[src/rtl/fetch_queue.sv]
// fetch_queue: in-order {pc, instr} buffer between instruction fetch and decode.
// Not-full drives the PC enable; a flush discards every queued entry on a redirect.
module fetch_queue #(
   parameter int DEPTH = 4
) (
   input  logic                   i_clk,
   input  logic                   i_reset,
   input  logic                   i_flush,
   input  logic                   i_wr_valid,
   input  logic [31:0]            i_wr_pc,
   input  logic [31:0]            i_wr_instr,
   output logic                   o_wr_ready,
   output logic                   o_rd_valid,
   output logic [31:0]            o_rd_pc,
   output logic [31:0]            o_rd_instr,
   input  logic                   i_rd_ready,
   output logic [$clog2(DEPTH):0] o_count
);

   localparam int AW = $clog2(DEPTH);
   localparam logic [AW:0] FULL_CNT = (AW + 1)'(DEPTH);
   localparam logic [31:0] NOP_INSTR = 32'h0000_0013;

   logic [63:0]   mem_q [DEPTH];
   logic [AW-1:0] wr_ptr_q, wr_ptr_d;
   logic [AW-1:0] rd_ptr_q, rd_ptr_d;
   logic [AW:0]   count_q, count_d;
   logic          wr_fire_s;
   logic          rd_fire_s;

   // Handshakes depend only on the registered count, so i_rd_ready never reaches o_wr_ready.
   assign o_wr_ready = (count_q != FULL_CNT);
   assign o_rd_valid = (count_q != {(AW + 1){1'b0}});
   assign o_count    = count_q;
   assign wr_fire_s  = i_wr_valid && o_wr_ready && !i_flush;
   assign rd_fire_s  = o_rd_valid && i_rd_ready && !i_flush;

   // Head entry, or a NOP with PC 0 when empty so a consumer that ignores valid decodes a NOP.
   always_comb begin
      o_rd_pc    = 32'h0000_0000;
      o_rd_instr = NOP_INSTR;
      if (o_rd_valid) begin
         o_rd_pc    = mem_q[rd_ptr_q][63:32];
         o_rd_instr = mem_q[rd_ptr_q][31:0];
      end else begin
         o_rd_pc    = 32'h0000_0000;
         o_rd_instr = NOP_INSTR;
      end
   end

   // Next pointer and occupancy state; flush overrides any handshake in the same cycle.
   always_comb begin
      wr_ptr_d = wr_ptr_q;
      rd_ptr_d = rd_ptr_q;
      count_d  = count_q;
      if (i_flush) begin
         wr_ptr_d = {AW{1'b0}};
         rd_ptr_d = {AW{1'b0}};
         count_d  = {(AW + 1){1'b0}};
      end else begin
         if (wr_fire_s) begin
            wr_ptr_d = wr_ptr_q + AW'(1);
         end else begin
            wr_ptr_d = wr_ptr_q;
         end
         if (rd_fire_s) begin
            rd_ptr_d = rd_ptr_q + AW'(1);
         end else begin
            rd_ptr_d = rd_ptr_q;
         end
         case ({wr_fire_s, rd_fire_s})
            2'b10:   count_d = count_q + (AW + 1)'(1);
            2'b01:   count_d = count_q - (AW + 1)'(1);
            default: count_d = count_q;
         endcase
      end
   end

   // Control state register with asynchronous reset.
   always_ff @(posedge i_clk or posedge i_reset) begin
      if (i_reset) begin
         wr_ptr_q <= {AW{1'b0}};
         rd_ptr_q <= {AW{1'b0}};
         count_q  <= {(AW + 1){1'b0}};
      end else begin
         wr_ptr_q <= wr_ptr_d;
         rd_ptr_q <= rd_ptr_d;
         count_q  <= count_d;
      end
   end

   // Entry storage; contents are never cleared because the count gates visibility.
   always_ff @(posedge i_clk) begin
      if (wr_fire_s) begin
         mem_q[wr_ptr_q] <= {i_wr_pc, i_wr_instr};
      end
   end

endmodule

[config.mk]
export PLATFORM = sky130hd
export DESIGN_NAME = fetch_queue
export DESIGN_NICKNAME = d
export VERILOG_FILES = /design/src/rtl/fetch_queue.sv
export SDC_FILE = /design/constraint.sdc
export NUM_CORES = 1
export LEC_CHECK = 0
export ABC_AREA = 1
export BUFFER_PORTS_ARGS = -buffer_cell sky130_fd_sc_hd__buf_2
export CAP_MARGIN = 20
export CORE_AREA = 2 2 135 202
export DETAILED_ROUTE_END_ITERATION = 8
export DIE_AREA = 0 0 137 204
export GPL_ROUTABILITY_DRIVEN = 0
export GPL_TIMING_DRIVEN = 0
export PLACE_DENSITY = 0.57
export SLEW_MARGIN = 20
export SYNTH_ARGS = -nofsm -noshare
export SYNTH_HDL_FRONTEND = slang
export SYNTH_SLANG_ARGS = --single-unit
[constraint.sdc]
create_clock -name i_clk -period 4.2 [get_ports i_clk]
set_clock_uncertainty 0.1 [all_clocks]
set_input_delay 0.63 -clock i_clk [delete_from_list [all_inputs] [get_ports i_clk]]
set_output_delay 0.63 -clock i_clk [all_outputs]
set_load 0.03 [all_outputs]
Word-level counts from Yosys, hierarchy flattened
Memories as Yosys holds them, arrays and structs flattened. Cells that the tools add are included.

Flip-flop bits (word level): 7. Latch bits: 0. Bits in writable memories: 256. ROM bits: 0. Input port bits: 69. Output and inout bits: 69. Logic and storage cells: 30. Memories: 1.

$add $sub $neg: 4. $mul: 0. Div/mod/pow operators: 0. $lt $le $gt $ge: 0. Equal/unequal tests: 3. Shift-type cells: 0. Muxes and demuxes: 10. Bitwise logic cells: 0. Reduce and logical (&&, ||, !) cells: 9.

Memory list: mem_q (words 4, bits a word 64, rd ports 1, clocked after Yosys merged registers in 0, wr ports 1, line 24) `logic [63:0] mem_q [DEPTH];`.

Operator list (number): two-way mux 32 bit (2); two-way mux 2 bit (4); case mux 3 bit (2 select lines) (1); nonzero test 3 bit (2); adder 2 x 1 -> 2 bit (second input constant) (2); logical AND 1 bit (4); nonzero test 2 bit (2); adder 3 x 1 -> 3 bit (second input constant) (1); two-way mux 3 bit (1); inequality test 3 bit (second input constant) (1); subtractor 3 x 1 -> 3 bit (second input constant) (1); equality test 2 x 1 -> 1 bit (second input constant) (1); equality test 2 bit (second input constant) (1); two-way mux 1 bit (2); logical NOT 1 bit (1).

Logic depth before layout (Yosys ltp)
Depth in word-level cells: 6. Mapped depth: 12. Depth with buffers taken out: 12.

Worst setup path before layout
No wires, ideal clock.

Path type: register -> register. Start: reg count_q[0] (netlist: o_count[0]). End: mem mem_q[0][0], enable pin. Library setup time: 0.486 ns. Arrival: 3.963 ns. Data required time: 3.614 ns. Slack: -0.349 ns. Cell stages (with the launch flop): 7. Path buffers: 0. Clock period less this slack: 4.549 ns. Path through: dfrtp_1 > nor2_2 > nand2_1 > nand2_1 > nor2_1 > inv_1 > nor2_1.

Cells in the longest elaborated chain, start to end: 5.

Ends and longest elaborated chain: from (decl) (line 27) `logic [AW:0] count_q, count_d;`; from (signal assigned) (line 84) `count_q <= {(AW + 1){1'b0}};`; from (signal assigned) (line 88) `count_q <= count_d;`; inequality test 3 bit (line 32) `assign o_wr_ready = (count_q != FULL_CNT);`; net o_wr_ready (line 12) `output logic o_wr_ready,`; logical AND 1 bit (2 in series) (line 35) `assign wr_fire_s = i_wr_valid && o_wr_ready && !i_flush;`; two-way mux 1 bit (line 94) `if (wr_fire_s) begin`; two-way mux 1 bit (implied by the code) (line 95) `mem_q[wr_ptr_q] <= {i_wr_pc, i_wr_instr};`; to (decl) (line 24).

The timed path passes the listed nets, and every way through them passes these cells.

Worst setup path after layout
Start: reg rd_ptr_q[0]. End: out o_rd_pc[10].

Cells in the longest elaborated chain, start to end: 2.

Ends and longest elaborated chain: from (decl) (line 26) `logic [AW-1:0] rd_ptr_q, rd_ptr_d;`; from (signal assigned) (line 83) `rd_ptr_q <= {AW{1'b0}};`; from (signal assigned) (line 87) `rd_ptr_q <= rd_ptr_d;`; memory (4 x 64 bit); two-way mux 32 bit (line 42) `if (o_rd_valid) begin`; to (decl) (line 14) `output logic [31:0] o_rd_pc,`.

Every way passes these cells.

==> metrics.cfg <==
[global_routing]
gr-total-overflow = 0
grt_pass1_vias = 6872
antenna_found_initial = 4
grt_start_max_net_pins = 23
grtUsageTotal_pct = 18.0
grt_pass1_wl_um = 38100

[synth]
yosys-top-cells-area = edfxtp_1 (74%), nor2_1 (9.5%), o21ai_0 (6.0%), a21oi_1 (3.1%), dfrtp_1 (1.7%)
synth_area_leader_cell = edfxtp_1
synth-seq-area-share_pct = 76.1
yosysWarningCount = 0
synthCells = 816
netlist_area_um2 = 10300
syn_nets = 890
synth_top_area_share_pct = 74.4
synth_seq_cells = 263
synth.avg_cell_area_um2 = 12.7
synth_cell_types = 21

[worst_setup_path]
critPathCaptureType = output port
crit_arrival_ns = 2.42
required_ns = 3.47
crit_type = reg2out
cp-start-kind = flop
crit_fanout = 10

[finish]
layout_common_cells = nor2_1 (257), edfxtp_1 (256), buf_2 (150), o21ai_0 (124), a21oi_1 (64)
nNetsFinal = 1067
final_common_cell = nor2_1
fillers = 2404
drive_gt1_share_pct = 22.0
fin_area_um2 = 12600
register_area_um2 = 7860
area_growth_pct = 22.4
multi_input_area_um2 = 2190

[pwr]
p_leak_uw = 0.00461
fin_total_pwr_uw = 8380
p_per_area_nw_per_um2 = 663
ir_worst_vdd_mv = 0.413

[floorplanning]
die_y_um = 204
start_util_pct = 39.3
core_um2 = 26300
io_pins = 138
dieArea_um2 = 27900
die_x_um = 137
placementRows = 73

[place]
port_buffers = 137
place_ws_ns = 1.44
placed_area_um2 = 11700
detailed_place_hpwl_um = 16300

[cts]
postCtsSetupBuffers = 0
cts_inserted_buffers = 25
cts_sinks = 263
clkTransAtPathRegs_ns = 0.07
postCtsHoldBufs = 1
cts_resized = 0
tritoncts = done
clk_latency_ns = 0.51
clockRootBuffer = clkbuf_16
clk_path_buf_depth = 3
htree_levels = 1

[drt]
ant_nets = 0
wl_per_cell_um = 18.6
first_iter_violations = 458
num_vias = 6844
wl_um = 25100
drcViolationCount = 0
avgViaCountPerCell = 5.07
dr.pass1.iters = 5

[sta]
worst_slack_ns = 1.05
slew_headroom_pct = 58.4
drv_slew = 0
max_freq_ghz = 0.317
rsz0062_at_grt = no
period_share_pct = 75.1
hold_viol_final = 0
post-route-min-period_ns = 3.15
worst_pin_slew_ns = 0.617
fin_hold_ws_ns = 0.224
setup_viol = 0

[min_path]
hold_path_class = in2reg

[status]
status = finished clean

[job]
cap_violations = 0

[critical path, stage by stage, from the launching register on]
cell      delay [ns]
dfrtp_1         0.45
inv_2           0.09
buf_4           0.18
clkbuf_1        0.47
o21ai_0         0.20
a21oi_1         0.27
buf_2           0.25
[path summary, 6_finish.rpt]
check                            start      endpoint  slack (ns)  cells after the start
setup / recovery           rd_ptr_q[0]   o_rd_pc[10]        1.05                      6
hold / removal             i_wr_pc[16]  mem_q[1][48]        0.22                      1
setup reg to reg            o_count[0]  mem_q[2][50]        1.57                      9
hold reg to reg             o_count[0]    o_count[0]        0.49                      1
max in group asynchronous      i_reset   rd_ptr_q[0]        3.29                      3
min in group asynchronous      i_reset   rd_ptr_q[1]        0.49                      3
[where the power goes]
| group | internal, uW | switching [uW] | leakage (uW) |
|---|---|---|---|
| combinational | 749 | 2130 | 0.00177 |
| sequential | 3040 | 52.8 | 0.00242 |
| clock | 1450 | 954 | 0.000426 |
| total | 5240 | 3140 | 0.00461 |
[final cells by class]
cell class | instances | share of cell area, %
Sequential cell | 263 | 62.2
Multi-Input combinational cell | 490 | 17.4
Timing Repair Buffer | 150 | 7.72
Clock buffer | 25 | 4.95
Tap cell | 337 | 3.34
Clock inverter | 20 | 1.99
Buffer | 48 | 1.97
Inverter | 15 | 0.445
Antenna cell | 2 | 0.0396
[logic make-up after synthesis]
logic type	Yosys count	synth area share [%]
DFF	263	76.1
adders and majority gates	5	0.678
AOI/OAI and AO/OA	197	9.68
xor gates and xnor gates	1	0.0848
and+or+nand+nor	287	10.5
buffers and inverters	63	2.96
[flip-flops by register name, indices dropped and copies added (netlist names)]
| name | count |
|---|---|
| rd_ptr_q | 2 |
| wr_ptr_q | 2 |
| mem_q | 256 |
| o_count | 3 |
[metrics by stage]
| step | std cells | util, % | TNS (ns) |
|---|---|---|---|
| after global placement | 1290 | 43.5 | -627.18 |
| after global routing | 1350 | 48.1 | 0 |
| after CTS | 1348 | 48.0 | 0 |
| after detailed placement | 1302 | 44.7 | 0 |
| after floorplan | 816 | - | -89.25 |
| final | 1350 | 48.1 | 0 |
[metal layers]
| metal | share of wire [%] | vias up | global-route usage (%) |
|---|---|---|---|
| met2 | 53 | 193 | 32.1 |
| met5 | 0.096 | - | 0 |
| li1 | - | 3251 | - |
| met4 | 3.0 | 4 | 6.74 |
| met1 | 39 | 3344 | 21.9 |
| met3 | 5.4 | 52 | 2.70 |
[synth_stat cells (all sizes together)]
library cell,number
a21boi,1
a21oi,64
buf,33
clkbuf,15
dfrtp,7
edfxtp,256
fa,1
ha,4
inv,15
nand2,22
nand3,2
nor2,263
o21ai,129
o311ai,3
xnor2,1
No activity file was read; power rests on OpenSTA's default activity.
